===== src/rtl/hex_bcd_display_ctrl_pkg.sv =====
// Shared types and constants for the hex-to-BCD display controller.
// The optional lead-zero blanking is enabled by HEX_CTRL_LEAD_ZERO_BLANK_EN.
package hex_ctrl_pkg;

    typedef enum logic [1:0] {
        IDLE  = 2'd0,
        SHIFT = 2'd1,
        DONE  = 2'd2
    } state_t;

    localparam logic [3:0] ADJ_THRESH = 4'd5;
    localparam logic [3:0] ADJ_ADD    = 4'd3;

    // Elaboration-time 10^n; used to build the overflow limit.
    function automatic logic [31:0] pow10(input int n);
        logic [31:0] r;
        r = 32'd1;
        for (int i = 0; i < n; i++) begin
            r = r * 32'd10;
        end
        return r;
    endfunction

endpackage


===== src/rtl/hex_bcd_display_ctrl_adj3.sv =====
// Combinational double-dabble cell: add 3 to a BCD nibble that is 5 or more.
module bcd_adj3
    import hex_ctrl_pkg::*;
(
    input  logic [3:0] din,
    output logic [3:0] dout
);

    assign dout = (din >= ADJ_THRESH) ? (din + ADJ_ADD) : din;

endmodule


===== src/rtl/hex_bcd_display_ctrl.sv =====
// Load-handshake binary-to-BCD sequencer feeding per-digit seven-segment decoders.
// Define HEX_CTRL_LEAD_ZERO_BLANK_EN to add the registered leading-zero blank mask.
module hex_bcd_display_ctrl
    import hex_ctrl_pkg::*;
#(
    parameter int NUM_DIGITS = 4,
    parameter int BIN_W      = 14
) (
    input  logic                    clk,
    input  logic                    reset,
    input  logic                    load,
    input  logic [BIN_W-1:0]        bin_in,
    output logic                    busy,
    output logic                    done,
    output logic                    overflow,
    output logic [4*NUM_DIGITS-1:0] digits
`ifdef HEX_CTRL_LEAD_ZERO_BLANK_EN
    ,
    output logic [NUM_DIGITS-1:0]   blank
`endif
);

    localparam int                SCR_W     = 4 * NUM_DIGITS;
    localparam int                CNT_W     = $clog2(BIN_W + 1);
    localparam logic [31:0]       MAX_VAL   = pow10(NUM_DIGITS) - 32'd1;
    localparam logic [SCR_W-1:0]  ALL_NINES = {NUM_DIGITS{4'h9}};

    state_t             state;
    logic [BIN_W-1:0]   shreg;
    logic [SCR_W-1:0]   scratch;
    logic [SCR_W-1:0]   scratch_adj;
    logic [CNT_W-1:0]   cnt;
    logic               ovf_pending;
    logic               accept;
    logic [31:0]        bin_ext;

    assign accept  = (state == IDLE) && load && !busy;
    assign bin_ext = 32'(bin_in);

    for (genvar g = 0; g < NUM_DIGITS; g++) begin : g_adj
        bcd_adj3 u_adj (
            .din  (scratch[4*g +: 4]),
            .dout (scratch_adj[4*g +: 4])
        );
    end

    // busy stays high through the done cycle, so a load presented alongside done is dropped.
    always_ff @(posedge clk) begin
        if (reset) begin
            state       <= IDLE;
            shreg       <= '0;
            scratch     <= '0;
            cnt         <= '0;
            ovf_pending <= 1'b0;
            busy        <= 1'b0;
            done        <= 1'b0;
            overflow    <= 1'b0;
            digits      <= '0;
        end else begin
            done <= 1'b0;
            case (state)
                IDLE: begin
                    if (accept) begin
                        shreg       <= bin_in;
                        scratch     <= '0;
                        cnt         <= CNT_W'(BIN_W);
                        ovf_pending <= (bin_ext > MAX_VAL);
                        busy        <= 1'b1;
                        state       <= SHIFT;
                    end else begin
                        busy <= 1'b0;
                    end
                end
                SHIFT: begin
                    // The truncating cast drops the bit shifted out of the top nibble.
                    scratch <= SCR_W'({scratch_adj, shreg[BIN_W-1]});
                    shreg   <= shreg << 1;
                    cnt     <= cnt - CNT_W'(1);
                    if (cnt == CNT_W'(1)) begin
                        state <= DONE;
                    end
                end
                DONE: begin
                    digits   <= ovf_pending ? ALL_NINES : scratch;
                    overflow <= ovf_pending;
                    done     <= 1'b1;
                    state    <= IDLE;
                end
                default: begin
                    state <= IDLE;
                    busy  <= 1'b0;
                end
            endcase
        end
    end

`ifdef HEX_CTRL_LEAD_ZERO_BLANK_EN
    logic [NUM_DIGITS-1:0] blank_next;
    logic                  zero_above;

    // Walk down from the top digit; the ones digit is never blanked.
    always_comb begin
        blank_next = '0;
        zero_above = 1'b1;
        for (int i = NUM_DIGITS - 1; i >= 1; i--) begin
            zero_above    = zero_above && (scratch[4*i +: 4] == 4'd0);
            blank_next[i] = zero_above;
        end
    end

    always_ff @(posedge clk) begin
        if (reset) begin
            blank <= '0;
        end else if (state == DONE) begin
            blank <= ovf_pending ? '0 : blank_next;
        end
    end
`endif

endmodule


===== config.mk =====
export PLATFORM = sky130hd
export DESIGN_NAME = hex_bcd_display_ctrl
export DESIGN_NICKNAME = d
export VERILOG_FILES = /design/src/rtl/hex_bcd_display_ctrl_pkg.sv /design/src/rtl/hex_bcd_display_ctrl_adj3.sv /design/src/rtl/hex_bcd_display_ctrl.sv
export SDC_FILE = /design/constraint.sdc
export NUM_CORES = 1
export LEC_CHECK = 0
export BUFFER_PORTS_ARGS = -buffer_cell sky130_fd_sc_hd__buf_2
export CORE_UTILIZATION = 50
export DETAILED_ROUTE_END_ITERATION = 6
export GPL_ROUTABILITY_DRIVEN = 0
export PLACE_DENSITY = 0.73
export SYNTH_ARGS = -nofsm -noshare
export SYNTH_HDL_FRONTEND = slang
export SYNTH_SLANG_ARGS = --single-unit

===== constraint.sdc =====
create_clock -name clk -period 2.48 [get_ports clk]
set_clock_uncertainty 0.15 [all_clocks]
set_input_delay 0.372 -clock clk [delete_from_list [all_inputs] [get_ports clk]]
set_output_delay 0.372 -clock clk [all_outputs]
set_load 0.05 [all_outputs]

==> out/metrics.cfg, run 1 <==
[floorplanning]
fp.dieH_um = 75.57
top_level_ports = 36
rows = 26
start_util_pct = 52.32
core_area_sq_mm = 0.005172
die_w_um = 75.57
die_area_sq_mm = 0.005711

[route]
wire_per_inst_um = 13.23
wl_met3_um = 137
antenna_left = 0
wl_met2_mm = 2.466
top_layer = met4
vias = 2157
wirelength_mm = 5.333
drtIter0Drc = 64
drc = 0
vias_per_cell = 5.352
wl_met1_mm = 2.702
drt_pass1_iterations = 4

[worst_hold_path]
min_path_type = input pin to flop

[worst_setup_path]
start_kind = flop
critical-path-max-stage-delay_ps = 400
crit_path_top_delay_cell = nor2_2
crit_fanout = 15
critPathCaptureType = flop
crit_required_ps = 2580
crit_arrival_ps = 2150
path_cells = inv_1 > ha_1 > and2b_4 > nand2b_4 > nor2_2 > a22o_1
crit_type = flop to flop

[yosys]
yosysMostFrequentCell = dfxtp_1
syn_inst = 302
syn_nets = 334
ys_ff_latch = 56
synth_top_cell_by_area = dfxtp_1
yosys-top-cells-count = 56 x dfxtp_1, 33 x nor2_1, 25 x a21oi_1, 22 x nand2_1, 18 x nand2b_1
synth_ff_type = dfxtp_1
async_flop_share_pct = 0
synth_top_area_share_pct = 41.42
avgSynthCellArea_sq_um = 8.961
syn-cell-area_sq_mm = 0.002706
seq_area_frac_synth_pct = 41.42
netlist_top_cells_area = dfxtp_1 41%, ha_1 6.9%, mux2i_1 5.2%, a21oi_1 4.6%, nor2_1 4.6%
synth_edf_count = 0
ys_types = 37
yosysWarningCount = 0

[placement]
place_inst = 395
io_buffer_count = 35
hpwl_mm = 3.777
pre_cts_ws_ps = 465.0

[timing]
fmax_ghz = 0.4900
fin_ws_ps = 439.1
finalHoldViolCount = 0
setup_viol = 0
slew_violations = 0
min_period_ps = 2041
min_period_over_period_pct = 82.30
fin_setup_tns_ps = 0
worst_pin_slew_ps = 577.8
relSlewSlack_pct = 61.43
rsz0062_at_grt = no

[finish]
antenna_cells = 0
area_growth_pct = 11.33
final_cell_count_no_fill = 403
drive_gt1_share_pct = 17.42
fin_util_pct = 58.25
nNetsFinal = 364
nFillCells = 464

[clock_tree]
clk_pin_slew_ps = 100
clock_path_buffers = 2
numCtsBuffers = 5
cts.sinks = 56
cts_post_setup_buffers_inserted = 0
post_cts_resized = 0
cts_root_buf = clkbuf_8
hold_buffers = 0
cts_tree = yes
clk_latency_ps = 300
h-tree-depth = 2

[grt]
grt_max_degree = 35
antenna_found_initial = 0
grt_first_pass_wirelength_mm = 9.183
grt_pass1_vias = 2030
grt_overflow = 0
track_usage_pct = 20.91

[outcome]
status = completed

[power]
power_density_mw_per_mm2 = 960.4
p_leak_uw = 0.001178
power_uw = 2894
ir_drop_mv = 0.4569

[flow_run]
cap_violations = 0

-- through the flow --
stage | hold slack (ps) | instance area (sq um)
final | 156.0 | 3013
after global routing | 190.2 | 3013
after CTS | 148.5 | 3013
after detailed placement | 306.9 | 2923
after global placement | 301.3 | 2923
after floorplan | 293.1 | 2706
-- worst max-delay path: cells and delay by family (launching register included) --
family	cells	cell delay [ps]
AOI/OAI and AO/OA	1	220
adders and majority gates	1	290
and+or+nand+nor	3	870
DFF	1	360
buffers and inverters	1	100
-- power breakdown --
group / switching (uW) / internal (uW) / leakage, uW
combinational: 749 / 454 / 0.000677
sequential: 114 / 1060 / 0.000455
clock: 284 / 229 / 0.0000455
total: 1150 / 1750 / 0.00118
-- layer usage --
layer  global-route usage (%)  vias to the layer above
met5                        0                        -
met4                    5.761                        0
met3                    4.101                        4
met2                    35.02                       37
met1                    27.59                     1001
li1                         -                     1115
-- cell families after synthesis --
logic type	share of synthesized area, %
compound gates	20.67
xor+xnor	1.294
fa+ha+maj	6.935
buf+inv	5.039
flops	41.42
mux	5.178
simple gates	19.46
-- flip-flops by register name, indices dropped and copies added, names as in the netlist --
name and flops:
digits 16, scratch 16, shreg 14, cnt 4, state 2, busy 1
done 1, overflow 1, ovf_pending 1
-- cell usage in the layout (no fill, tap or decap), types with 9 or more instances in the layout --
cell type and count:
dfxtp_1 56, o21ai_0 15, mux2i_1 14, inv_1 12, nand2b_1 18, a211oi_1 10
a22o_1 11, nor2_1 33, buf_2 35, nand2_1 22, ha_1 15, a21oi_1 25
a22oi_1 9
-- cell type report --
class / count / area [sq um] / area share, %
Tap cell: 70 / 87.58 / 2.907
Multi-Input combinational cell: 216 / 1449 / 48.09
Inverter: 12 / 45.04 / 1.495
Clock buffer: 8 / 90.09 / 2.990
Sequential cell: 56 / 1121 / 37.21
Timing Repair Buffer: 41 / 220.2 / 7.309
-- final timing paths --
check / start / end / slack, ps / depth (start not counted)
hold / removal: bin_in[0] / shreg[0]$_SDFFE_PP0P_ / 160 / 3
hold reg to reg: digits[14]$_SDFFE_PP0P_ / digits[14]$_SDFFE_PP0P_ / 320 / 2
setup reg to reg: state[1]$_SDFFE_PP0P_ / scratch[13]$_SDFFE_PP0P_ / 440 / 6
setup / recovery: state[1]$_SDFFE_PP0P_ / scratch[13]$_SDFFE_PP0P_ / 440 / 6
(Power assumes the default switching activity.)
==> run 2: changes to the inputs <==
--- a/config.mk
+++ b/config.mk
@@ -5,11 +5,12 @@
 export SDC_FILE = /design/constraint.sdc
 export NUM_CORES = 1
 export LEC_CHECK = 0
+export ABC_AREA = 1
 export BUFFER_PORTS_ARGS = -buffer_cell sky130_fd_sc_hd__buf_2
 export CORE_UTILIZATION = 50
 export DETAILED_ROUTE_END_ITERATION = 6
 export GPL_ROUTABILITY_DRIVEN = 0
-export PLACE_DENSITY = 0.73
+export PLACE_DENSITY = 0.75
 export SYNTH_ARGS = -nofsm -noshare
 export SYNTH_HDL_FRONTEND = slang
 export SYNTH_SLANG_ARGS = --single-unit
==> constraint.sdc (replaced) <==
create_clock -name clk -period 1.75 [get_ports clk]
set_clock_uncertainty 0.15 [all_clocks]
set_input_delay 0.2625 -clock clk [delete_from_list [all_inputs] [get_ports clk]]
set_output_delay 0.2625 -clock clk [all_outputs]
set_load 0.05 [all_outputs]
==> out/metrics.cfg, run 2 <==
[outcome]
status = completed  ; unchanged

[clock_tree]
post_cts_resized = 3  ; was 0
cts_post_setup_buffers_inserted = 0  ; unchanged
numCtsBuffers = 5  ; unchanged
h-tree-depth = 2  ; unchanged
clk_latency_ps = 310  ; was 300 ps
clock_path_buffers = 2  ; unchanged
cts_tree = yes  ; unchanged
cts.sinks = 56  ; unchanged
cts_root_buf = clkbuf_8  ; unchanged
hold_buffers = 0  ; unchanged
clk_pin_slew_ps = 100  ; about the same

[yosys]
ys_types = 20  ; was 37
synth_top_cell_by_area = dfxtp_1  ; unchanged
ys_ff_latch = 56  ; unchanged
yosys-top-cells-count = 104 x nand2_1, 56 x dfxtp_1, 45 x inv_1, 36 x a21oi_1, 29 x nor2_1  ; was 56 x dfxtp_1, 33 x nor2_1, 25 x a21oi_1, 22 x nand2_1, 18 x nand2b_1
synth_top_area_share_pct = 41.23  ; was 41.42%
syn_inst = 381  ; was 302
async_flop_share_pct = 0  ; unchanged
syn_nets = 413  ; was 334
avgSynthCellArea_sq_um = 7.136  ; was 8.961 sq um
seq_area_frac_synth_pct = 41.23  ; was 41.42%
yosysMostFrequentCell = nand2_1  ; was dfxtp_1
syn-cell-area_sq_mm = 0.002719  ; was 0.002706 sq mm
yosysWarningCount = 0  ; unchanged
netlist_top_cells_area = dfxtp_1 41%, nand2_1 14%, ha_1 6.9%, a21oi_1 6.6%, inv_1 6.2%  ; was dfxtp_1 41%, ha_1 6.9%, mux2i_1 5.2%, a21oi_1 4.6%, nor2_1 4.6%
synth_edf_count = 0  ; unchanged
synth_ff_type = dfxtp_1  ; unchanged

[power]
power_density_mw_per_mm2 = 1478  ; was 960.4 mW/mm^2
ir_drop_mv = 0.7074  ; was 0.4569 mV
p_leak_uw = 0.001429  ; was 0.001178 uW

[worst_setup_path]
cpLargestDelayFamily = buffers and inverters  ; was simple AND/OR/NAND/NOR gates
critical-path-max-stage-delay_ps = 390  ; was 400 ps
crit_arrival_ps = 1680  ; was 2150 ps
path_depth = 8  ; was 6
cp.buffers_inverters = 4  ; was 1
crit_type = flop to flop  ; unchanged
critPathCaptureType = flop  ; unchanged
endpoint = digits[3]$_SDFFE_PP0P_  ; was scratch[13]$_SDFFE_PP0P_
crit_fanout = 9  ; was 15
path_cells = inv_1 > buf_4 > ha_1 > nand2_1 > buf_4 > o211ai_1 > nand2_1 > inv_1  ; was inv_1 > ha_1 > and2b_4 > nand2b_4 > nor2_2 > a22o_1
crit_path_top_delay_cell = dfxtp_1  ; was nor2_2
cp-startpoint = state[0]$_SDFFE_PP0P_  ; was state[1]$_SDFFE_PP0P_
rr_worst_depth = 8  ; was 6
start_kind = flop  ; unchanged
crit_required_ps = 1810  ; was 2580 ps
reg2reg_from = state[0]$_SDFFE_PP0P_  ; was state[1]$_SDFFE_PP0P_
r2r-end = digits[3]$_SDFFE_PP0P_  ; was scratch[13]$_SDFFE_PP0P_
r2r_slack_ps = 130  ; was 440 ps

[floorplanning]
die_area_sq_mm = 0.005737  ; was 0.005711 sq mm
start_util_pct = 52.56  ; was 52.32%
core_area_sq_mm = 0.005172  ; unchanged
fp.dieH_um = 75.74  ; was 75.57 um
rows = 26  ; unchanged
top_level_ports = 36  ; unchanged
die_w_um = 75.74  ; was 75.57 um

[finish]
top_regs = digits: 16 flops, scratch: 16 flops, shreg: 14 flops  ; unchanged
fin_util_pct = 60.79  ; was 58.25%
nFillCells = 477  ; was 464
final_common_cell = nand2_1  ; was dfxtp_1
drive_gt1_share_pct = 15.00  ; was 17.42%
antenna_cells = 0  ; unchanged
most-common-layout-cells = 102 x nand2_1, 56 x dfxtp_1, 44 x inv_1, 36 x a21oi_1, 35 x buf_2  ; was 56 x dfxtp_1, 35 x buf_2, 33 x nor2_1, 25 x a21oi_1, 22 x nand2_1
nNetsFinal = 451  ; was 364
area_growth_pct = 15.65  ; was 11.33%
final_cell_count_no_fill = 490  ; was 403

[route]
wirelength_mm = 5.714  ; was 5.333 mm
wire_per_inst_um = 11.66  ; was 13.23 um
drtIter0Drc = 132  ; was 64
antenna_left = 0  ; unchanged
drt_pass1_iterations = 4  ; unchanged
vias = 2492  ; was 2157
drc = 0  ; unchanged
vias_per_cell = 5.086  ; was 5.352

[timing]
fmax_ghz = 0.6187  ; was 0.4900 GHz
min_period_ps = 1616  ; was 2041 ps
min_period_over_period_pct = 92.35  ; was 82.30%
fin_ws_ps = 133.8  ; was 439.1 ps
relSlewSlack_pct = 79.72  ; was 61.43%
slew_violations = 0  ; unchanged
worst_pin_slew_ps = 304.2  ; was 577.8 ps
rsz0062_at_grt = no  ; unchanged
finalHoldViolCount = 0  ; unchanged
setup_viol = 0  ; unchanged
fin_setup_tns_ps = 0  ; unchanged

[grt]
grt_first_pass_wirelength_mm = 9.528  ; was 9.183 mm
grt_pass1_vias = 2212  ; was 2030
grt_max_degree = 28  ; was 35
track_usage_pct = 21.76  ; was 20.91%
grt_overflow = 0  ; unchanged
antenna_found_initial = 0  ; unchanged

[placement]
place_inst = 482  ; was 395
io_buffer_count = 35  ; unchanged
pre_cts_ws_ps = -12.72  ; was 465.0 ps
hpwl_mm = 4.056  ; was 3.777 mm

[worst_hold_path]
min_path_type = input pin to flop  ; unchanged

[flow_run]
cap_violations = 0  ; unchanged

## run 2: changes by cell type after synthesis, sizes merged, moves of 10 or more
cell	change
a21oi	+10
a22o	-11
inv	+34
nand2	+82
nand2b	-19
nand3	+17
## run 2: cell families after synthesis
kind of cell,Yosys count,synth area share [%]
AOI/OAI and AO/OA,74,15.19
muxes,6,2.209
adders and majority gates,15,6.903
DFF,56,41.23
and+or+nand+nor,167,25.31
buffers and inverters,63,9.158
## run 2: layer usage
| metal | routed length [um] | vias to the layer above | part of all wire (%) | track usage (%) |
|---|---|---|---|---|
| met2 | 2790 | 52 | 49 | 37.66 |
| met3 | 220 | 2 | 3.9 | 4.762 |
| met4 | 27 | 0 | 0.47 | 5.556 |
| met5 | 0 | - | 0 | 0 |
| li1 | - | 1309 | - | - |
| met1 | 2675 | 1129 | 47 | 27.41 |
## run 2: area by class of cell
| cell class | count | area [sq um] | area share, % |
|---|---|---|---|
| clock buffer | 8 | 90.09 | 2.865 |
| sequential | 56 | 1121 | 35.65 |
| tap | 70 | 87.58 | 2.786 |
| inverter | 47 | 180.2 | 5.730 |
| multi-input combinational | 262 | 1380 | 43.89 |
| timing repair buffer | 47 | 285.3 | 9.073 |
## run 2: worst min path at each step
stage               cells after the start                      from                       end
floorplan                               2                 bin_in[0]     shreg[0]$_SDFFE_PP0P_
global placement                        2  scratch[15]$_SDFFE_PP0P_  scratch[15]$_SDFFE_PP0P_
detailed placement                      2     shreg[6]$_SDFFE_PP0P_     shreg[7]$_SDFFE_PP0P_
CTS                                     3                 bin_in[0]     shreg[0]$_SDFFE_PP0P_
global route                            3                 bin_in[0]     shreg[0]$_SDFFE_PP0P_
finish                                  3                 bin_in[0]     shreg[0]$_SDFFE_PP0P_
## run 2: metrics by stage
step / cell area (sq um) / hold slack, ps / power, uW
after floorplan: 2719 / 261.5 / 3326
after global placement: 3012 / 300.7 / 3809
after detailed placement: 3012 / 305.6 / 3853
after CTS: 3109 / 54.45 / 4603
after global routing: 3144 / 64.77 / 5031
final: 3144 / 62.88 / 4646
## run 2: where the power goes
part	switching (uW)	total (uW)	internal (uW)
Sequential	193	1800	1610
Clock	406	731	324
Combinational	1380	2110	737
## run 2: worst register-to-register path: cells and delay by family, from the launching register on
family	cells	cell delay (ps)
flip-flops	1	390
adder cells (fa/ha/maj)	1	230
buffers and inverters	4	460
AO/OA/AOI/OAI	1	100
AND/OR/NAND/NOR	2	190
